===== src/rtl/truth_table_sequencer.sv =====
// Exhaustive truth-table sweeper: drives every input vector, samples reference/DUT outputs, tallies results.
// Optional macro TT_CAPTURE_EN adds the TT port holding the captured DUT truth table.
module truth_table_sequencer #(
  parameter int N_IN   = 4,
  parameter int SETTLE = 1
) (
  input  logic            CLK,
  input  logic            RST,
  input  logic            START,
  output logic [N_IN-1:0] VEC,
  input  logic            F_REF,
  input  logic            F_DUT,
  output logic            BUSY,
  output logic            DONE,
  output logic            PASS,
  output logic [N_IN:0]   ERR_CNT,
  output logic [N_IN:0]   ONES_CNT,
  output logic [N_IN-1:0] FIRST_ERR
`ifdef TT_CAPTURE_EN
  ,
  output logic [(1<<N_IN)-1:0] TT
`endif
);

  localparam int CW = (SETTLE > 0) ? $clog2(SETTLE + 1) : 1;
  localparam logic [CW-1:0] SETTLE_C = CW'(SETTLE);

  typedef enum logic [1:0] {
    ST_IDLE,
    ST_RUN,
    ST_FIN
  } state_e;

  state_e          state_q, state_d;
  logic [N_IN-1:0] vec_q, vec_d;
  logic [CW-1:0]   cnt_q, cnt_d;
  logic [N_IN:0]   err_q, err_d;
  logic [N_IN:0]   ones_q, ones_d;
  logic [N_IN-1:0] first_q, first_d;
  logic            pass_q, pass_d;
`ifdef TT_CAPTURE_EN
  logic [(1<<N_IN)-1:0] tt_q, tt_d;
`endif

  always_comb begin
    state_d = state_q;
    vec_d   = vec_q;
    cnt_d   = cnt_q;
    err_d   = err_q;
    ones_d  = ones_q;
    first_d = first_q;
    pass_d  = pass_q;
`ifdef TT_CAPTURE_EN
    tt_d    = tt_q;
`endif
    case (state_q)
      ST_IDLE: begin
        if (START) begin
          state_d = ST_RUN;
          vec_d   = '0;
          cnt_d   = '0;
          err_d   = '0;
          ones_d  = '0;
          first_d = '0;
          pass_d  = 1'b0;
`ifdef TT_CAPTURE_EN
          tt_d    = '0;
`endif
        end
      end
      ST_RUN: begin
        if (cnt_q != SETTLE_C) begin
          cnt_d = cnt_q + 1'b1;
        end else begin
          if (F_REF != F_DUT) begin
            err_d = err_q + 1'b1;
            if (err_q == '0) first_d = vec_q;
          end
          if (F_DUT) ones_d = ones_q + 1'b1;
`ifdef TT_CAPTURE_EN
          tt_d[vec_q] = F_DUT;
`endif
          // PASS uses the count including this final sample
          if (vec_q == '1) begin
            state_d = ST_FIN;
            pass_d  = (err_d == '0);
          end else begin
            vec_d = vec_q + 1'b1;
            cnt_d = '0;
          end
        end
      end
      ST_FIN:  state_d = ST_IDLE;
      default: state_d = ST_IDLE;
    endcase
  end

  always_ff @(posedge CLK or posedge RST) begin
    if (RST) begin
      state_q <= ST_IDLE;
      vec_q   <= '0;
      cnt_q   <= '0;
      err_q   <= '0;
      ones_q  <= '0;
      first_q <= '0;
      pass_q  <= 1'b0;
`ifdef TT_CAPTURE_EN
      tt_q    <= '0;
`endif
    end else begin
      state_q <= state_d;
      vec_q   <= vec_d;
      cnt_q   <= cnt_d;
      err_q   <= err_d;
      ones_q  <= ones_d;
      first_q <= first_d;
      pass_q  <= pass_d;
`ifdef TT_CAPTURE_EN
      tt_q    <= tt_d;
`endif
    end
  end

  assign VEC       = vec_q;
  assign BUSY      = (state_q == ST_RUN);
  assign DONE      = (state_q == ST_FIN);
  assign PASS      = pass_q;
  assign ERR_CNT   = err_q;
  assign ONES_CNT  = ones_q;
  assign FIRST_ERR = first_q;
`ifdef TT_CAPTURE_EN
  assign TT        = tt_q;
`endif

endmodule


===== config.mk =====
export PLATFORM = sky130hd
export DESIGN_NAME = truth_table_sequencer
export DESIGN_NICKNAME = d
export VERILOG_FILES = /design/src/rtl/truth_table_sequencer.sv
export SDC_FILE = /design/constraint.sdc
export NUM_CORES = 1
export LEC_CHECK = 0
export CAP_MARGIN = 20
export CELL_PAD_IN_SITES_DETAIL_PLACEMENT = 0
export CELL_PAD_IN_SITES_GLOBAL_PLACEMENT = 1
export CORE_UTILIZATION = 38
export CTS_BUF_LIST = sky130_fd_sc_hd__clkbuf_8 sky130_fd_sc_hd__clkbuf_16
export CTS_CLUSTER_SIZE = 10
export DETAILED_ROUTE_END_ITERATION = 12
export HOLD_SLACK_MARGIN = 0.15
export MAX_ROUTING_LAYER = met4
export PLACE_DENSITY_LB_ADDON = 0.1
export RECOVER_POWER = 50
export SLEW_MARGIN = 20
export SYNTH_ARGS = -nofsm -noshare
export SYNTH_HDL_FRONTEND = slang
export SYNTH_SLANG_ARGS = --single-unit

===== constraint.sdc =====
create_clock -name CLK -period 2.2 [get_ports CLK]
set_clock_uncertainty 0.1 [all_clocks]
set_input_delay 0.44 -clock CLK [delete_from_list [all_inputs] [get_ports CLK]]
set_output_delay 0.44 -clock CLK [all_outputs]
set_load 0.03 [all_outputs]

==> run metrics <==
outcome=complete, no violations; Worst EP required=2.27 ns; Post-Route WL=2679 µm; fmax=487.7 MHz; vias=1020; synthesized cell area=1185 µm²; Nets=163; core box area=2853 µm²; Post-CTS Resized=0; largest net degree at the start of global routing=23; Fill cells=278; Port Buf Inserts=25; EDFF count, synth=0; crit-path max FO=6; period utilization=0.9321; syn_nets=128; Die Height=57.84 µm; crit end category=register; placer congestion estimate=0.7497; Gate Count Post-Synth=119; Slew Viols, Final=0; RSZ-0062 raised after global routing=no; Startpoint Class=input pin; clk_lat worst skew=0.26 ns; first-iteration detailed-routing DRC count=41; area growth from synthesis to layout=31.57%; H-tree lvl count=1; first-pass GRT wire length=4567 µm; layout cells sized above 1=0.08553; TritonCTS clock tree=done; DR DRC count=0; top cell type's share of synthesized area=0.4646; final antenna diode count=0; final setup violation count=0; asr flop ratio synth=1.000; Worst-path clk slew=0.07 ns; vias in the first global route=1002; routed length per instance=14.64 µm; Initial Util=0.4154; Vias/cell=5.574; R2R Path Start=ERR_CNT[0]; hold path startpoint=PASS; Crit. Startpoint=START; Post-CTS Setup Inserts=0; grt ovf=0; Setup TNS=0 ns; min-delay worst type=reg -> reg; HPWL after DPL=2040 µm; IR drop worst, VDD=0.8204 mV; GRT Total Usage=0.1848; Worst Max-Slew Pin Slew=1.195 ns; post-route ant nets=0; critical path type=in -> reg; IO Pins=26; Hold Vio Cnt, Final=0; Mean Syn Cell Area=9.957 µm²; clock sinks=22; R2R Setup Slk=0.21 ns; pwr/cell area=1523 nW/µm²; cts bufs inserted=3; top_reg_cell synth=dfrtp_1; die width=57.84 µm; Yosys cell types=32; initial antenna violation count=0; Worst EP arrival=2.12 ns; Max Cap Viol=0; relative slew slack=0.2035; top post-synthesis cells by area=dfrtp_1, a21oi_1, ha_1; flops & latches, synth=22; clock root buffer master=clkbuf_8; die area=3345 µm²; yosys warns=0; DRT Pass-1 Iters=4; Synth area leader=dfrtp_1; Design Area, Final=1559 µm²; Clock Path Buffers=2; min cycle time layout=2.051 ns; post-placement cell area=1519 µm²; Hold-fix buffers, CTS=0; Seq/Total Area, Yosys=0.4646; row count=19; Lkg Pwr=0.6990 nW
-- power breakdown --
group,total [mW],switching [mW],leakage (nW),internal (mW)
logic,1.38,0.768,0.395,0.608
registers,0.754,0.184,0.282,0.571
clock network,0.244,0.122,0.0216,0.122
total,2.37,1.07,0.699,1.30
-- layout make-up --
type	instances	area (µm²)	area share
Multi-Input combinational cell	88	606.8	0.3892
Sequential cell	22	550.5	0.3531
Timing Repair Buffer	32	295.3	0.1894
Clock buffer	3	41.29	0.02648
Tap cell	31	38.79	0.02488
Inverter	7	26.28	0.01685
-- sequential cells by signal, summed over array words and instances, names as in the netlist --
signal	count
state_q	2
FIRST_ERR	4
PASS	1
ONES_CNT	5
cnt_q	1
VEC	4
ERR_CNT	5
-- kinds of logic (layout without fill, tap and decap cells) --
| kind of cell | count (synthesis) | after routing | synth area share |
|---|---|---|---|
| buffers and inverters | 9 | 42 | 0.02852 |
| multiplexers | 5 | 5 | 0.04541 |
| XOR/XNOR | 4 | 4 | 0.02957 |
| AND/OR/NAND/NOR | 46 | 46 | 0.2408 |
| AO/OA/AOI/OAI | 29 | 29 | 0.1489 |
| adder cells (fa/ha/maj) | 4 | 4 | 0.04224 |
| flip-flops | 22 | 22 | 0.4646 |
-- per-stage QoR --
step                hold slack, ns  worst slack (ns)  std cells  power (mW)  utilization
floorplan                   0.3292            0.2985        119       1.613            -
global placement            0.3818           0.02907        180       2.118       0.5325
detailed placement          0.3860         -0.002878        180       2.145       0.5325
CTS                         0.4084           0.09175        183       2.399       0.5469
global route                0.4300           0.05168        183       2.557       0.5465
finish                      0.4085            0.1494        183       2.375       0.5465
-- cell usage after synthesis (2+ instances only) --
library cell / number
clkbuf_1: 2
inv_1: 7
or3_1: 5
nand3_1: 8
nor4b_1: 3
a22o_1: 4
xnor2_1: 3
and2_1: 2
nand2b_1: 2
nand4_1: 2
o21ai_0: 9
a21oi_1: 10
nor2_1: 4
dfrtp_1: 22
mux2i_1: 2
nor3_1: 2
nor2b_1: 5
mux2_2: 3
a21o_1: 5
ha_1: 4
and3_1: 2
nand2_1: 3
-- layout by cell type, fill, tap and decap left out --
cell type and count:
dfrtp_1 22, clkdlybuf4s50_1 19, a21oi_1 10, o21ai_0 9
nand3_1 8, inv_1 7, dlygate4sd3_1 6, or3_1 5
a21o_1 5, nor2b_1 5, buf_4 5, a22o_1 4
nor2_1 4, ha_1 4, nand2_1 3, xnor2_1 3
mux2_2 3, clkbuf_8 3, nand2b_1 2, and3_1 2
mux2i_1 2, nand4_1 2, nor4b_1 2, nor4b_2 2
and2_1 2, nor3_1 2, clkbuf_1 2, and3b_1 1
or2_1 1, xor2_1 1, nor3b_1 1, nor4bb_1 1
nand4b_1 1, nand3b_1 1, a211o_1 1, nor4_1 1
-- worst max-delay path, cell delays in order --
cell and delay (ns):
dlygate4sd3_1 0.59, mux2i_1 0.47, or2_1 0.23, buf_4 0.15, a21oi_1 0.05, o21ai_0 0.20
-- metal layers --
| metal | share of wire | up-vias | global-route usage |
|---|---|---|---|
| met5 | 0 | - | - |
| met4 | 0.013 | 0 | 0.06122 |
| met1 | 0.50 | 499 | 0.2392 |
| met2 | 0.46 | 16 | 0.2939 |
| met3 | 0.028 | 5 | 0.03348 |
| li1 | - | 500 | - |
-- worst paths after layout --
check,endpoint,cells past startpoint
setup reg to reg,FIRST_ERR[2],6
setup / recovery,ERR_CNT[0],6
hold reg to reg,PASS,2
max in group asynchronous,PASS,3
hold / removal,PASS,2
min in group asynchronous,ONES_CNT[4],3
No activity file was read; power rests on OpenSTA's default activity.
